[src/rtl/seq_adder.sv]
// Multi-cycle adder/subtractor: processes SLICE bits per clock through a ripple
// chain, carrying between slices in a register. Signed overflow is taken from the top slice.
module seq_adder #(
  parameter int WIDTH = 16,
  parameter int SLICE = 4
) (
  input  logic             clk,
  input  logic             rst,
  input  logic             start,
  input  logic             sub,
  input  logic [WIDTH-1:0] a,
  input  logic [WIDTH-1:0] b,
  input  logic             cin,
  output logic [WIDTH-1:0] s,
  output logic             cout,
  output logic             ovf,
  output logic             busy,
  output logic             done
);

  localparam int NSLICE = WIDTH / SLICE;
  localparam int CW     = (NSLICE > 1) ? $clog2(NSLICE) : 1;

  typedef enum logic [1:0] {IDLE, RUN, DONE} state_t;

  state_t           state_reg;
  logic [WIDTH-1:0] a_reg;
  logic [WIDTH-1:0] b_reg;
  logic             carry_reg;
  logic [CW-1:0]    cnt_reg;

  logic [SLICE-1:0] a_slice;
  logic [SLICE-1:0] b_slice;
  logic [SLICE-1:0] sum_slice;
  logic [SLICE:0]   c;
  logic             last_slice;

  assign a_slice    = a_reg[cnt_reg*SLICE +: SLICE];
  assign b_slice    = b_reg[cnt_reg*SLICE +: SLICE];
  assign last_slice = (cnt_reg == CW'(NSLICE - 1));
  assign c[0]       = carry_reg;

  // Explicit ripple so the carry into the MSB (c[SLICE-1]) is available for overflow.
  generate
    for (genvar gi = 0; gi < SLICE; gi++) begin : g_ripple
      assign sum_slice[gi] = a_slice[gi] ^ b_slice[gi] ^ c[gi];
      assign c[gi+1]       = (a_slice[gi] & b_slice[gi]) | (c[gi] & (a_slice[gi] ^ b_slice[gi]));
    end
  endgenerate

  always_ff @(posedge clk or posedge rst) begin
    if (rst) begin
      state_reg <= IDLE;
      a_reg     <= '0;
      b_reg     <= '0;
      carry_reg <= 1'b0;
      cnt_reg   <= '0;
      s         <= '0;
      cout      <= 1'b0;
      ovf       <= 1'b0;
      busy      <= 1'b0;
      done      <= 1'b0;
    end else begin
      done <= 1'b0;
      case (state_reg)
        IDLE, DONE: begin
          if (start) begin
            a_reg     <= a;
            b_reg     <= b ^ {WIDTH{sub}};
            carry_reg <= sub ? 1'b1 : cin;
            cnt_reg   <= '0;
            busy      <= 1'b1;
            state_reg <= RUN;
          end else begin
            state_reg <= IDLE;
          end
        end
        RUN: begin
          s[cnt_reg*SLICE +: SLICE] <= sum_slice;
          carry_reg                 <= c[SLICE];
          if (last_slice) begin
            cout      <= c[SLICE];
            ovf       <= c[SLICE] ^ c[SLICE-1];
            cnt_reg   <= '0;
            busy      <= 1'b0;
            done      <= 1'b1;
            state_reg <= DONE;
          end else begin
            cnt_reg <= cnt_reg + 1'b1;
          end
        end
        default: begin
          busy      <= 1'b0;
          state_reg <= IDLE;
        end
      endcase
    end
  end

endmodule

[config.mk]
export PLATFORM = sky130hd
export DESIGN_NAME = seq_adder
export DESIGN_NICKNAME = d
export VERILOG_FILES = /design/src/rtl/seq_adder.sv
export SDC_FILE = /design/constraint.sdc
export NUM_CORES = 1
export LEC_CHECK = 0
export CAP_MARGIN = 20
export CORE_UTILIZATION = 46
export CTS_BUF_LIST = sky130_fd_sc_hd__clkbuf_4
export CTS_CLUSTER_DIAMETER = 150
export DETAILED_ROUTE_END_ITERATION = 7
export MAX_ROUTING_LAYER = met4
export PLACE_DENSITY = 0.83
export SYNTH_ARGS = -nofsm -noshare
export SYNTH_HDL_FRONTEND = slang
export SYNTH_SLANG_ARGS = --single-unit
[constraint.sdc]
create_clock -name clk -period 4.27 [get_ports clk]
set_input_delay 0.427 -clock clk [delete_from_list [all_inputs] [get_ports clk]]
set_output_delay 0.427 -clock clk [all_outputs]
set_load 0.05 [all_outputs]
==> results of run 1 <==
layout by cell type, fill, tap and decap left out, types with 5 or more instances in the layout:
master,n
sky130_fd_sc_hd__clkbuf_4,10
sky130_fd_sc_hd__mux2_2,15
sky130_fd_sc_hd__clkdlybuf4s50_1,56
sky130_fd_sc_hd__xor2_1,16
sky130_fd_sc_hd__mux2_4,27
sky130_fd_sc_hd__inv_1,9
sky130_fd_sc_hd__ha_1,6
sky130_fd_sc_hd__dfrtp_1,57
sky130_fd_sc_hd__a32o_1,7
sky130_fd_sc_hd__nor2b_1,5
sky130_fd_sc_hd__mux4_2,8
power by group through the flow:
| stage | combinational, mW | clock (mW) | sequential (mW) |
|---|---|---|---|
| 2_1_floorplan | 1.18 | 0 | 1.07 |
| 4_1_cts | 1.74 | 0.300 | 0.973 |
| 3_3_place_gp | 1.69 | 0 | 0.970 |
| 3_5_place_dp | 1.74 | 0 | 0.981 |
| 6_report | 1.74 | 0.291 | 0.967 |
| 5_1_grt | 1.87 | 0.322 | 1.01 |
metrics by stage:
| step | hold slack (ns) | instance area [um2] | instances |
|---|---|---|---|
| after floorplan | 0.475 | 3010 | 204 |
| after global placement | 0.475 | 3600 | 327 |
| after detailed placement | 0.485 | 3600 | 327 |
| after CTS | 0.505 | 3690 | 340 |
| after global routing | 0.520 | 3690 | 340 |
| final | 0.498 | 3690 | 340 |
worst max-delay path by stage:
stage / startpoint / end / slack (ns) / cells after the start
2_1_floorplan: cnt_reg[0] / s[7] / 1.26 / 10
3_3_place_gp: cnt_reg[0] / s[7] / 1.11 / 9
3_5_place_dp: cnt_reg[0] / s[7] / 1.05 / 9
4_1_cts: cnt_reg[0] / s[7] / 1.04 / 9
5_1_grt: cnt_reg[0] / s[15] / 0.82 / 9
6_report: cnt_reg[0] / s[7] / 1.06 / 9
cell families after synthesis:
group / Yosys count / share of synthesized area [%]
xor+xnor: 17 / 4.95
flops: 57 / 47.4
mux: 50 / 25.1
fa+ha+maj: 10 / 5.15
compound gates: 14 / 3.99
simple gates: 32 / 8.81
buf+inv: 24 / 4.65
synthesized netlist by cell type (all sizes together):
library cell   n  share of area (%)
xnor2          1               0.29
a22o           1               0.29
dfrtp         57                 47
ha             6                2.5
nand3b         3               0.75
clkbuf         3               0.50
nor4b          3               0.87
nand2b         2               0.42
fa             4                2.7
nor3b          3                1.1
a32o           7                2.3
mux4           8                6.0
buf           11                2.9
or4b           1               0.33
a21o           1               0.25
nor4bb         4                1.3
and2           3               0.62
o31ai          2               0.50
and3b          4                1.2
xor2          16                4.7
a311oi         1               0.29
o21ai          2               0.33
nor2b          6                1.2
inv           10                1.2
mux2          42                 19
and4b          3                1.0
final cells by class:
cell class	instances	area, um2	area share, %
Sequential cell	57	1430	38.7
Inverter	10	37.5	1.02
Clock buffer	10	75.1	2.04
Tap cell	77	96.3	2.61
Clock inverter	3	11.3	0.305
Timing Repair Buffer	60	591	16.0
Multi-Input combinational cell	123	1450	39.3
metal layers:
| metal | share of wire [%] | wire length, um |
|---|---|---|
| met2 | 48 | 2690 |
| met5 | 0 | 0 |
| met3 | 4.1 | 227 |
| met1 | 45 | 2510 |
| met4 | 2.4 | 132 |
==> metrics.csv, run 1 <==
metric,value,unit
portion of the post-synthesis area used by sequential elements,47.4,%
portion of the clock cycle consumed by the worst path in the final layout,75.3,%
Final Critical Period,3.21,ns
Synth Register Bits,57,
H-tree depth,3,
FILL cells,543,
Final Util,58.1,%
final hold viol count,0,
transition at the pin with the smallest max-transition slack,0.907,ns
Lkg Pwr,1.63,nW
setup ws final,1.06,ns
# DRC,0,
total half-perimeter wirelength after legalization and detailed placement,4050,um
TritonCTS sink count,57,
outcome,completed,
initial core utilization,47.4,%
via density per instance,5.21,
family of cells with the greatest summed delay on the critical path,adder cells,
Horiz. Die Dim,82.9,um
clock network fraction of design power,9.7,%
total number of nets in the final design,308,
M2 GR Usage,28.8,%
post-layout total power,2.99,mW
Max Buffers Root-to-Sink,2,
critical register-to-register path endpoint,s[7],
global-route track usage on met1,23.4,%
end point of the worst hold path,s[0],
Hold Crit Depth,1,
count of input and output buffers,56,
global-route met3 utilization,5.17,%
ant diodes,0,
Post CTS Setup Buffer Count,0,
GPL Wtd Cong,0.801,
kind of launch point of the worst setup path,flop,
path category of the worst min-delay check,flop to flop,
sw frac,41.0,%
syn_nets,251,
total setup violations reported at the end of the flow,0,
Worst setup EP type,flop,
grt ovf,0,
worst reg2reg path depth,9,
maximum clock skew at final layout,0.0151,ns
Gate Count Post-Synth,204,
Crit Path Category,flop to flop,
Worst Path Buf+Inv,2,
Post-Place Setup Slack,1.05,ns
Flop pwr share,32.3,%
die height,82.9,um
data required time of the worst path,4.56,ns
per-instance average area after synthesis,14.8,um2
DRT iter0 DRCs,103,
number of distinct library cell variants in the gate-level netlist after synthesis,30,
WL/cell,16.3,um
Switch Pwr,1.23,mW
worst reg2reg setup slack,1.06,ns
number of clock buffers inserted by TritonCTS,9,
first-pass GRT wire length,9580,um
count of cells resized by post-cts repair,0,
worst-path cell with the longest stage delay,sky130_fd_sc_hd__dfrtp_1,
maximum fanout along the worst path,8,
cell-internal power,1.77,mW
Clock Pin Slew Worst Setup and Hold Paths,0.09,ns
maximum clock frequency,311,MHz
share of post-route cells with drive strength above 1,25.9,%
Hold Buf Count CTS,0,
total number of vias,1770,
total number of placement rows,29,
antenna violations before repair,0,
busiest layer in global routing,met2,
WP data arrival,3.51,ns
root buffer cell,sky130_fd_sc_hd__clkbuf_4,
core area,6350,um2
maximum number of pins on one net before global-route repair,58,
remaining number of nets flagged by the antenna check after routing,0,
Ys Warns,0,
cell-by-cell trace of the critical path,mux4_2 -> fa_1 -> inv_1 -> fa_1 -> fa_1 -> inv_1 -> fa_1 -> and4b_1 -> mux2_2,
I/O pin cnt,57,
Rel. slew slack,39.4,%
Hold Crit Start,s[0],
power density over cell area,812,nW/um2
count of final max-slew check failures,0,
CTS tree,yes,
Total Neg Setup Slack,0,ns
Die Area,6870,um2
setup repair after global routing missed its margin,false,
synthesis-to-finish area growth,22.5,%
cell area after synthesis,3010,um2
count of max-cap constraint violations,0,
highest cell delay on the worst timing path,0.61,ns
vias in the first global route,1899,
detailed-router iteration count before antenna repair,4,
Clock Latency Late Sink,0.40,ns
most repeated library cell on the critical path,sky130_fd_sc_hd__fa_1,
GRT Util Overall,18.8,%
launch instance of the worst register-to-register path,cnt_reg[0],
combinational group share of total power,58.0,%
total wirelength of the detailed-routed design,5560,um
maximum vdd ir drop,0.000437,V
Note: power is estimated with default switching activity, not from simulation.
==> run 2, diff against run 1 <==
==> constraint.sdc (replaced) <==
create_clock -name clk -period 2.97 [get_ports clk]
set_input_delay 0.297 -clock clk [delete_from_list [all_inputs] [get_ports clk]]
set_output_delay 0.297 -clock clk [all_outputs]
set_load 0.05 [all_outputs]
==> run 2 against run 1 <==
Against the previous run: sequential share of layout area shrank 0.75 points; final cell count rose by 1.8%; clock-buffer cell count unchanged; clock power up 53%; non-clock buffer count rose by 3; core utilization up 1.2 points; largest cell class unchanged; largest power group unchanged.
==> metrics.csv, run 2 (same netlist as run 1, synthesis figures left out) <==
metric,value,unit,change
count of max-cap constraint violations,0,,unchanged
top layer in use,met4,,
total number of vias,1846,,+4.3%
most repeated library cell on the critical path,sky130_fd_sc_hd__fa_2,,
"commonest cells after routing, fill and taps aside","56 x sky130_fd_sc_hd__dfrtp_1, 56 x sky130_fd_sc_hd__clkdlybuf4s50_1, 27 x sky130_fd_sc_hd__mux2_4, 16 x sky130_fd_sc_hd__xor2_1, 15 x sky130_fd_sc_hd__mux2_2",,
total half-perimeter wirelength after legalization and detailed placement,4220,um,+4.1%
die height,82.9,um,unchanged
worst reg2reg path depth,9,,unchanged
number of clock buffers inserted by TritonCTS,9,,unchanged
maximum vdd ir drop,0.000689,V,+57%
remaining number of nets flagged by the antenna check after routing,0,,unchanged
worst-path cell with the longest stage delay,sky130_fd_sc_hd__mux4_2,,
I/O pin cnt,57,,unchanged
detailed-router iteration count before antenna repair,4,,unchanged
Post CTS Setup Buffer Count,0,,unchanged
Multi-input gate area,1470,um2,+0.95%
Total Neg Setup Slack,0,ns,unchanged
GRT Util Overall,19.4,%,+0.64 points
Max Buffers Root-to-Sink,2,,unchanged
final hold slack,0.277,ns,-0.221 ns
total number of nets in the final design,311,,+0.97%
total area of sequential cells,1430,um2,about the same
Met1 Routed Length,2510,um,+0.20%
kind of launch point of the worst setup path,flop,,
Clock Pin Slew Worst Setup and Hold Paths,0.10,ns,about the same
total number of placement rows,29,,unchanged
setup ws final,0.0980,ns,-0.957 ns
outcome,completed,,
first-pass GRT wire length,9890,um,+3.3%
initial core utilization,47.4,%,unchanged
final hold viol count,0,,unchanged
Rel. slew slack,41.3,%,+2.0 points
Final Critical Period,2.87,ns,-0.343 ns
grt ovf,0,,unchanged
CTS tree,yes,,
ant diodes,0,,unchanged
root buffer cell,sky130_fd_sc_hd__clkbuf_4,,
Final Util,59.3,%,+1.2 points
via density per instance,5.34,,+2.5%
Die Area,6870,um2,unchanged
worst reg2reg setup slack,0.1,ns,-0.96 ns
# DRC,0,,unchanged
transition at the pin with the smallest max-transition slack,0.878,ns,-0.0293 ns
Lkg Pwr,1.66,nW,+1.7%
launch instance of the worst register-to-register path,cnt_reg[0],,
H-tree depth,3,,unchanged
DRT iter0 DRCs,81,,-21%
Crit Path Category,flop to flop,,
synthesis-to-finish area growth,25.1,%,
power density over cell area,1180,nW/um2,+46%
maximum clock frequency,348,MHz,+12%
total wirelength of the detailed-routed design,5710,um,+2.8%
total met3 wirelength after detailed routing,245,um,+7.9%
Hold Buf Count CTS,0,,unchanged
GPL Wtd Cong,0.828,,+3.3%
setup repair after global routing missed its margin,false,,
share of post-route cells with drive strength above 1,29.4,%,+3.5 points
TritonCTS sink count,57,,unchanged
maximum clock skew at final layout,0.0154,ns,+0.000282 ns
count of final max-slew check failures,0,,unchanged
FILL cells,530,,-2.4%
cell-by-cell trace of the critical path,mux4_2 -> fa_2 -> inv_2 -> fa_2 -> fa_2 -> inv_1 -> fa_1 -> and4b_1 -> mux2_2,,
post-route cell area,3760,um2,+2.1%
highest cell delay on the worst timing path,0.53,ns,-0.08 ns
portion of the clock cycle consumed by the worst path in the final layout,96.7,%,+21 points
Horiz. Die Dim,82.9,um,unchanged
maximum number of pins on one net before global-route repair,30,,-48%
path category of the worst min-delay check,primary input to async pin,,
detailed-routed wire length on met2,2810,um,+4.3%
Worst setup EP type,flop,,
WL/cell,16.5,um,+1.0%
Post-Place Setup Slack,-0.0220,ns,-1.07 ns
total setup violations reported at the end of the flow,0,,unchanged
Clock Latency Late Sink,0.41,ns,about the same
critical register-to-register path endpoint,s[7],,
WP data arrival,3.18,ns,-0.33 ns
core area,6350,um2,unchanged
vias in the first global route,1954,,+2.9%
maximum fanout along the worst path,4,,-4
data required time of the worst path,3.27,ns,-1.29 ns
antenna violations before repair,0,,unchanged
placed instance area,3650,um2,+1.3%
count of input and output buffers,56,,unchanged
run 2: cell types whose count changed in the layout (fill, tap and decap cells not counted), sizes merged:
cell	previous run	this run
clkinv	3	6
buf	4	7
run 2: power by group:
group          total [mW]  internal [mW]  switching [mW]
clock network       0.445          0.168           0.278
logic                2.64           1.36            1.28
registers            1.37           1.12           0.256
total                4.46           2.65            1.81
run 2: cell type report:
class | count | share of cell area [%]
Clock inverter | 6 | 0.665
Clock buffer | 10 | 1.99
Multi-Input combinational cell | 123 | 38.9
Tap cell | 77 | 2.56
Timing Repair Buffer | 63 | 16.9
Inverter | 10 | 0.997
Sequential cell | 57 | 37.9
run 2: worst max-delay path by stage:
stage / from / to / slack [ns] / depth (start not counted)
after floorplan: cnt_reg[0] / s[7] / -0.01 / 10
after global placement: cnt_reg[0] / s[7] / 0.05 / 9
after detailed placement: cnt_reg[0] / s[7] / -0.02 / 9
after CTS: cnt_reg[0] / s[7] / 0.001 / 9
after global routing: cnt_reg[0] / s[15] / 0.004 / 9
final: cnt_reg[0] / s[7] / 0.1 / 9
run 2: worst max-delay path: cells and delay by family (launching register included):
kind,cells,cell delay [ns]
adders and majority gates,4,1.24
and+or+nand+nor,1,0.20
buffers and inverters,2,0.11
DFF,1,0.42
muxes,2,0.78
run 2: metal layers:
layer | track usage (%) | vias up
met5 | - | -
met4 | 9.87 | 0
met3 | 4.17 | 15
met2 | 29.7 | 63
met1 | 24.6 | 908
li1 | - | 860
run 2: through the flow:
step,total power [mW],std cells
6_report,4.46,346
5_1_grt,4.77,346
4_1_cts,4.48,346
3_5_place_dp,3.98,330
3_3_place_gp,3.90,330
2_1_floorplan,3.23,204
run 2: timing repair:
action | 4_1_cts | 5_1_grt
setup endpoints to repair | 2 | 5
cloned | 0 | 0
hold endpoints to repair | 0 | 0
resized for setup | 3 | 3
pin swaps | 3 | 3
==> run 3, diff against run 2 <==
==> constraint.sdc (replaced) <==
create_clock -name clk -period 3.7 [get_ports clk]
set_input_delay 0.37 -clock clk [delete_from_list [all_inputs] [get_ports clk]]
set_output_delay 0.37 -clock clk [all_outputs]
set_load 0.05 [all_outputs]
==> run 3 against run 2 <==
Against the previous run: worst hold slack gained 0.20 ns; critical path depth did not move; clock skew fell by 0.0041 ns; first-iteration DRC count down 15%; maximum frequency down 9.8%; setup slack improved by 0.42 ns; clock power shrank 3%; core utilization fell by 0.53 points; sequential power fell by 18%; register-to-register slack improved by 0.42 ns; largest cell class unchanged; largest power group unchanged.
==> metrics.csv, run 3 (same netlist as run 1, synthesis figures left out) <==
metric,value,unit,change
outcome,completed,,
remaining number of nets flagged by the antenna check after routing,0,,unchanged
setup ws final,0.515,ns,+0.417 ns
total number of nets in the final design,308,,-0.96%
DRT iter0 DRCs,69,,-15%
highest cell delay on the worst timing path,0.58,ns,+0.05 ns
count of input and output buffers,56,,unchanged
maximum number of pins on one net before global-route repair,45,,+50%
Final Critical Period,3.19,ns,+0.313 ns
TritonCTS sink count,57,,unchanged
root buffer cell,sky130_fd_sc_hd__clkbuf_4,,
Post-Place Setup Slack,0.500,ns,+0.522 ns
Hold Buf Count CTS,0,,unchanged
Rel. slew slack,39.7,%,-1.6 points
most repeated library cell on the critical path,sky130_fd_sc_hd__fa_1,,
maximum clock frequency,314,MHz,-9.8%
maximum fanout along the worst path,7,,+3
worst reg2reg setup slack,0.51,ns,+0.42 ns
FILL cells,498,,-6.0%
final hold viol count,0,,unchanged
WL/cell,17.0,um,+3.2%
die height,82.9,um,unchanged
count of cells resized by post-cts repair,0,,-3
CTS tree,yes,,
# DRC,0,,unchanged
Crit Path Category,flop to flop,,
total number of placement rows,29,,unchanged
ant diodes,0,,unchanged
initial core utilization,47.4,%,unchanged
Max Buffers Root-to-Sink,2,,unchanged
worst-path cell with the longest stage delay,sky130_fd_sc_hd__dfrtp_1,,
portion of the clock cycle consumed by the worst path in the final layout,86.1,%,-11 points
detailed-router iteration count before antenna repair,4,,unchanged
data required time of the worst path,3.98,ns,+0.71 ns
kind of launch point of the worst setup path,flop,,
synthesis-to-finish area growth,23.9,%,
Final Util,58.8,%,-0.53 points
core area,6350,um2,unchanged
path category of the worst min-delay check,primary input to async pin,,
"commonest cells after routing, fill and taps aside","57 x sky130_fd_sc_hd__dfrtp_1, 56 x sky130_fd_sc_hd__clkdlybuf4s50_1, 27 x sky130_fd_sc_hd__mux2_4, 16 x sky130_fd_sc_hd__xor2_1, 15 x sky130_fd_sc_hd__mux2_2",,
WP data arrival,3.47,ns,+0.29 ns
antenna violations before repair,0,,unchanged
H-tree depth,3,,unchanged
count of max-cap constraint violations,0,,unchanged
maximum clock skew at final layout,0.0113,ns,-0.00412 ns
total wirelength of the detailed-routed design,5850,um,+2.3%
count of final max-slew check failures,0,,unchanged
Die Area,6870,um2,unchanged
Clock Pin Slew Worst Setup and Hold Paths,0.09,ns,about the same
Clock Latency Late Sink,0.40,ns,about the same
cell-by-cell trace of the critical path,mux4_2 -> fa_1 -> inv_1 -> fa_1 -> fa_1 -> inv_1 -> fa_1 -> and4b_1 -> mux2_2,,
share of post-route cells with drive strength above 1,26.7,%,-2.7 points
grt ovf,0,,unchanged
GRT Util Overall,19.0,%,-0.40 points
Horiz. Die Dim,82.9,um,unchanged
Total Neg Setup Slack,0,ns,unchanged
setup repair after global routing missed its margin,false,,
"most common cell after layout, fill and taps aside",sky130_fd_sc_hd__dfrtp_1,,
total setup violations reported at the end of the flow,0,,unchanged
number of clock buffers inserted by TritonCTS,9,,unchanged
total half-perimeter wirelength after legalization and detailed placement,4250,um,+0.77%
I/O pin cnt,57,,unchanged
total number of vias,1843,,-0.16%
GPL Wtd Cong,0.777,,-6.1%
first-pass GRT wire length,9820,um,-0.77%
maximum vdd ir drop,0.000529,V,-23%
via density per instance,5.37,,+0.71%
Post CTS Setup Buffer Count,0,,unchanged
Worst setup EP type,flop,,
Lkg Pwr,1.66,nW,-0.32%
power density over cell area,958,nW/um2,-19%
transition at the pin with the smallest max-transition slack,0.903,ns,+0.0254 ns
vias in the first global route,1945,,-0.46%
-- run 3: stage by stage --
stage                     cell area (um2)  cells  total power [mW]  hold WS, ns
after floorplan                      3010    204              2.59        0.475
after global placement               3600    327              3.08        0.476
after detailed placement             3600    327              3.16        0.470
after CTS                            3730    343              3.60        0.493
after global routing                 3730    343              3.81        0.528
final                                3730    343              3.57        0.479
-- run 3: critical path: cells and delay by family, from the launching register on --
| kind | cells | cell delay [ns] |
|---|---|---|
| adder cells (fa/ha/maj) | 4 | 1.29 |
| buffers and inverters | 2 | 0.14 |
| flip-flops | 1 | 0.58 |
| multiplexers | 2 | 0.84 |
| AND/OR/NAND/NOR | 1 | 0.23 |
-- run 3: per-layer routing --
layer  vias up  share of wire, %  GRT usage (%)  wire length, um
met5         -                 0              -                0
met4         0              0.68           6.27               40
li1        850                 -              -                -
met1       936                45           24.2             2620
met3         9               4.2           4.57              246
met2        48                50           30.1             2940
-- run 3: final timing paths --
path,startpoint,end,cells past startpoint
min in group clk,busy,busy,1
min reg2reg,busy,busy,1
min,rst,done,2
max,cnt_reg[0],s[7],9
max in group asynchronous,rst,b_reg[4],3
max reg2reg,cnt_reg[0],s[7],9
-- run 3: area by class of cell --
cell class	count	area, um2	share of cell area [%]
clock inverters	5	46.3	1.24
inverters	10	37.5	1.01
well taps	77	96.3	2.58
clock buffers	11	82.6	2.21
flip-flops and latches	57	1430	38.2
repair buffers	60	591	15.8
multi-input cells	123	1450	38.9
-- run 3: power by group --
part	leakage (nW)	internal, mW	switching (mW)
logic	0.879	1.02	0.999
registers	0.703	0.894	0.230
clock network	0.0734	0.214	0.218
